File: src/rtl/muldiv_unit.sv
// Iterative RV32M multiply/divide: shift-add multiply and restoring divide on operand
// magnitudes, one bit per cycle, with the sign fix-up applied as the last iteration retires.
module muldiv_unit #(
  parameter int WIDTH = 32
) (
  input  logic             clk,
  input  logic             rst,
  input  logic             in_valid,
  output logic             in_ready,
  input  logic [2:0]       op,
  input  logic [WIDTH-1:0] a,
  input  logic [WIDTH-1:0] b,
  input  logic             kill,
  output logic             out_valid,
  input  logic             out_ready,
  output logic [WIDTH-1:0] out
);

  localparam int CW = (WIDTH > 1) ? $clog2(WIDTH) : 1;
  localparam logic [CW-1:0]    CNT_LAST = CW'(WIDTH - 1);
  localparam logic [WIDTH-1:0] MIN_VAL  = {1'b1, {(WIDTH-1){1'b0}}};

  typedef enum logic [1:0] {IDLE, CALC, DONE} state_t;

  state_t             state_q, state_d;
  logic [CW-1:0]      cnt_q, cnt_d;
  logic [2:0]         op_q, op_d;
  logic               neg_q, neg_d;
  logic [2*WIDTH-1:0] acc_q, acc_d;
  logic [WIDTH-1:0]   b_q, b_d;
  logic [WIDTH-1:0]   out_q, out_d;

  logic             a_signed, b_signed, a_neg, b_neg, div_zero, div_ovf;
  logic [WIDTH-1:0] a_mag, b_mag, spec_res;

  assign a_signed = (op != 3'b011) && (op != 3'b101) && (op != 3'b111);
  assign b_signed = a_signed && (op != 3'b010);
  assign a_neg    = a_signed & a[WIDTH-1];
  assign b_neg    = b_signed & b[WIDTH-1];
  assign a_mag    = a_neg ? (~a + 1'b1) : a;
  assign b_mag    = b_neg ? (~b + 1'b1) : b;
  assign div_zero = op[2] && (b == '0);
  assign div_ovf  = op[2] && !op[0] && (a == MIN_VAL) && (b == '1);
  assign spec_res = div_zero ? (op[1] ? a : '1) : (op[1] ? '0 : a);

  // acc holds {product_hi, multiplier} for multiply and {remainder, dividend/quotient} for divide.
  logic [WIDTH:0]     mul_sum, div_sh, div_diff;
  logic [2*WIDTH-1:0] iter_acc, prod_fix;
  logic [WIDTH-1:0]   div_sel, div_fix, fin_res;

  assign mul_sum  = {1'b0, acc_q[2*WIDTH-1:WIDTH]} + (acc_q[0] ? {1'b0, b_q} : {(WIDTH+1){1'b0}});
  assign div_sh   = {acc_q[2*WIDTH-1:WIDTH], acc_q[WIDTH-1]};
  assign div_diff = div_sh - {1'b0, b_q};

  always_comb begin
    iter_acc = {mul_sum, acc_q[WIDTH-1:1]};
    if (op_q[2]) begin
      if (!div_diff[WIDTH]) iter_acc = {div_diff[WIDTH-1:0], acc_q[WIDTH-2:0], 1'b1};
      else                  iter_acc = {div_sh[WIDTH-1:0], acc_q[WIDTH-2:0], 1'b0};
    end
  end

  assign prod_fix = neg_q ? (~iter_acc + 1'b1) : iter_acc;
  assign div_sel  = op_q[1] ? iter_acc[2*WIDTH-1:WIDTH] : iter_acc[WIDTH-1:0];
  assign div_fix  = neg_q ? (~div_sel + 1'b1) : div_sel;
  assign fin_res  = op_q[2] ? div_fix :
                    (op_q[1:0] == 2'b00) ? prod_fix[WIDTH-1:0] : prod_fix[2*WIDTH-1:WIDTH];

  always_comb begin
    state_d = state_q;
    cnt_d   = cnt_q;
    op_d    = op_q;
    neg_d   = neg_q;
    acc_d   = acc_q;
    b_d     = b_q;
    out_d   = out_q;
    case (state_q)
      IDLE: begin
        if (in_valid && !kill) begin
          op_d  = op;
          // Remainder follows the dividend; everything else follows the sign product.
          neg_d = (op[2] && op[1]) ? a_neg : (a_neg ^ b_neg);
          acc_d = {{WIDTH{1'b0}}, a_mag};
          b_d   = b_mag;
          cnt_d = '0;
          if (div_zero || div_ovf) begin
            out_d   = spec_res;
            state_d = DONE;
          end else begin
            state_d = CALC;
          end
        end
      end
      CALC: begin
        if (kill) begin
          state_d = IDLE;
        end else begin
          acc_d = iter_acc;
          cnt_d = cnt_q + 1'b1;
          if (cnt_q == CNT_LAST) begin
            out_d   = fin_res;
            state_d = DONE;
          end
        end
      end
      DONE: begin
        if (kill || out_ready) state_d = IDLE;
      end
      default: state_d = IDLE;
    endcase
  end

  always_ff @(posedge clk or posedge rst) begin
    if (rst) begin
      state_q <= IDLE;
      cnt_q   <= '0;
      op_q    <= '0;
      neg_q   <= 1'b0;
      acc_q   <= '0;
      b_q     <= '0;
      out_q   <= '0;
    end else begin
      state_q <= state_d;
      cnt_q   <= cnt_d;
      op_q    <= op_d;
      neg_q   <= neg_d;
      acc_q   <= acc_d;
      b_q     <= b_d;
      out_q   <= out_d;
    end
  end

  assign in_ready  = (state_q == IDLE);
  assign out_valid = (state_q == DONE);
  assign out       = out_q;

endmodule

File: config.mk
export PLATFORM = sky130hd
export DESIGN_NAME = muldiv_unit
export DESIGN_NICKNAME = d
export VERILOG_FILES = /design/src/rtl/muldiv_unit.sv
export SDC_FILE = /design/constraint.sdc
export NUM_CORES = 1
export LEC_CHECK = 0
export BUFFER_PORTS_ARGS = -buffer_cell sky130_fd_sc_hd__clkbuf_2
export CORE_ASPECT_RATIO = 1.4
export CORE_MARGIN = 1.5
export CORE_UTILIZATION = 60
export DETAILED_ROUTE_END_ITERATION = 6
export PLACE_DENSITY = 0.83
export SETUP_SLACK_MARGIN = 0.5
export SYNTH_ARGS = -nofsm -noshare
export SYNTH_HDL_FRONTEND = slang
export SYNTH_SLANG_ARGS = --single-unit
File: constraint.sdc
create_clock -name clk -period 16.2 [get_ports clk]
set_input_delay 0.81 -clock clk [delete_from_list [all_inputs] [get_ports clk]]
set_output_delay 0.81 -clock clk [all_outputs]
set_load 0.05 [all_outputs]
==> out/results.tsv <==
metric	value	unit
io_buffers	105	
final_common_cell	nand2_1	
ys_seq_area_share	20.74	%
drt-initial-drc-count	2203	
detail-route-antenna-nets	0	
slowest_stage	or4_1	
core-area	0.02757	mm^2
crit_type	register to register	
worst_pin_slew	1.493	ns
die-area	0.02897	mm^2
rows	72	
ys_ff_latch	139	
hold_path_depth	2	
max_freq	0.1426	GHz
synth_edf_count	0	
firstDrtPassIters	7	
cts_tree	built	
cts_resized	0	
gr-usage-met3	10.81	%
synth_xor_area_share	8.409	%
min_path_type	register to register	
antenna_found_initial	3	
synthArstFlopShare	100.0	%
synth_cells	2297	
grt_max_degree	134	
drive_gt1_share	10.65	%
synth.distinct_cells	98	
setup_viol	0	
whs_endpoint	out[0]$_DFFE_PP0P_	
antenna_cells	0	
htreeDepth	4	
cts_hold_buf	0	
viasPerCell	7.117	
clk_path_buf_depth	2	
drv_cap	1	
clock_latency	0.46	ns
final-hold-violation-count	0	
synth_fa_ha_area_share	6.909	%
num_vias	19150	
yosys.area_share.simple	24.88	%
top_usage_layer	met2	
grt_pass1_vias	17920	
finalCritPeriodShare	43.28	%
violations	DRC, capacitance limit, slew limit	
synth_compound_area_share	30.01	%
gr-total-overflow	0	
synthesis.area	0.01677	mm^2
ys_warn_count	0	
critPathCaptureType	register	
synth_ff_type	dfrtp_1	
gp_congestion	1.053	
worstPathCellList	inv_1 -> ha_1 -> inv_1 -> fa_1 -> a211oi_1 -> o211ai_1 -> a21boi_1 -> a21oi_2 -> o31ai_4 -> nor2_1 -> a21oi_1 -> ha_1 -> o21ai_0 -> or4_1 -> nor4_1 -> nand2_1 -> nor2_1 -> o211ai_1 -> nor4_4 -> nand4_1 -> o41ai_1 -> xnor2_1 -> o221ai_1 -> o21ai_1	
regToRegStartpoint	acc_q[31]$_DFFE_PP0P_	
start_kind	register	
arrival	7.40	ns
synth_top_family_by_area	compound AO/OA/AOI/OAI gates	
clock_skew	0.01063	ns
use_met2	70.73	%
cts_sinks	139	
grt_pass1_wl	104.4	mm
clk_pin_slew_worst_paths	0.07	ns
post-route-drc-count	3	
dp_hpwl	51.07	mm
area_delta_synth_final	7.566	%
mostFrequentLayoutCells	277 x nand2_1, 219 x o21ai_0, 190 x nor2_1	
track_usage	47.82	%
die_h	200.8	um
cp.required	16.58	ns
cts_buffers	17	
synth.net_count	2442	
tns	0	ns
r2r_slack	9.19	ns
die_w	144.3	um
cp_slowest_stage_delay	0.70	ns
start_util	60.83	%
rr_endpoint	out[24]$_DFFE_PP0P_	
slew_headroom	-0.4354	%
final_nets	2453	
rr_worst_depth	24	
min_period	7.012	ns
slew_violations	1	
post_synth.cell_area_avg	7.300	um^2
rsz0062_at_grt	no	
routedWlPerCell	25.55	um
hold_path.startpoint	out[0]$_DFFE_PP0P_	
synth_mux_area_share	3.835	%
met1_usage	57.36	%
path_max_fanout	13	
clock-root-buffer	clkbuf_16	
ios	106	
totalWireLength	68.73	mm
cts_setup_buffers	0	
status	finished, violations left	
## per-stage QoR
| stage | worst slack [ns] | std cells | utilization (%) | cell area, um^2 | hold slack, ns |
|---|---|---|---|---|---|
| final | 9.188 | 2690 | 65.43 | 18040 | 0.4797 |
| after global routing | 8.787 | 2690 | 65.43 | 18040 | 0.5179 |
| after CTS | 9.319 | 2690 | 65.43 | 18040 | 0.4833 |
| after detailed placement | 9.364 | 2659 | 63.37 | 17470 | 0.4681 |
| after global placement | 9.611 | 2659 | 63.37 | 17470 | 0.4563 |
| after floorplan | 10.43 | 2297 | - | 16770 | 0.4563 |
## synth_stat cells (18+ instances only)
cell / number / share of area (%)
or3_1: 28 / 1.0
nand2_1: 277 / 6.2
inv_1: 63 / 1.4
and2_1: 49 / 1.8
nor2b_1: 18 / 0.67
a21o_1: 25 / 1.1
buf_2: 20 / 0.60
a31oi_1: 40 / 1.5
nor3_1: 70 / 2.1
clkbuf_1: 108 / 2.4
ha_1: 71 / 5.3
xor2_1: 82 / 4.3
nand4_1: 29 / 1.1
nand3_1: 56 / 1.7
o221ai_1: 26 / 1.4
dfrtp_1: 139 / 21
maj3_1: 23 / 1.4
o211ai_1: 26 / 1.2
o21ai_0: 219 / 6.5
xnor2_1: 79 / 4.1
o31ai_1: 40 / 1.8
mux2i_1: 44 / 2.6
nor4_1: 32 / 1.2
a21oi_1: 174 / 5.2
nor2_1: 194 / 4.3
## sequential cells by signal, indices dropped and copies added, names as in the netlist
register,flops
cnt_q,5
neg_q,1
acc_q,64
b_q,32
state_q,2
out,32
op_q,3
## logic make-up after synthesis
logic type,Yosys count
buffers and inverters,213
and+or+nand+nor,860
DFF,139
xor gates and xnor gates,161
AOI/OAI and AO/OA,767
muxes,61
adders and majority gates,96
## worst max path at each step
stage	from	endpoint	slack [ns]	cells after the start
6_report	acc_q[31]$_DFFE_PP0P_	out[24]$_DFFE_PP0P_	9.19	24
5_1_grt	acc_q[31]$_DFFE_PP0P_	out[30]$_DFFE_PP0P_	8.79	24
4_1_cts	acc_q[31]$_DFFE_PP0P_	out[24]$_DFFE_PP0P_	9.32	24
3_5_place_dp	acc_q[31]$_DFFE_PP0P_	out[24]$_DFFE_PP0P_	9.36	24
3_3_place_gp	acc_q[31]$_DFFE_PP0P_	out[24]$_DFFE_PP0P_	9.61	24
2_1_floorplan	acc_q[31]$_DFFE_PP0P_	out[30]$_DFFE_PP0P_	10.43	26
## layout make-up
class / count / area (um^2)
Clock buffer: 20 / 446.7
Clock inverter: 11 / 121.4
Fill cell: 2533 / 9529
Inverter: 64 / 245.2
Multi-Input combinational cell: 1945 / 12470
Sequential cell: 139 / 3485
Tap cell: 370 / 462.9
Timing Repair Buffer: 141 / 808.3
## worst max-delay path, delay by kind of cell (launching register included)
| kind | cells | cell delay [ns] |
|---|---|---|
| AO/OA/AOI/OAI | 11 | 2.75 |
| AND/OR/NAND/NOR | 7 | 2.52 |
| flip-flops | 1 | 0.42 |
| XOR/XNOR | 1 | 0.17 |
| adder cells (fa/ha/maj) | 3 | 0.86 |
| buffers and inverters | 2 | 0.19 |
## routing by layer
| layer | routed length [um] | part of all wire [%] |
|---|---|---|
| met1 | 24640 | 36 |
| met2 | 29640 | 43 |
| met3 | 6917 | 10 |
| met4 | 7492 | 11 |
| met5 | 44 | 0.064 |
Power is left out: the tool's default activity adds up to more than one toggle a clock period on the data nets, which glitch-free logic cannot reach.
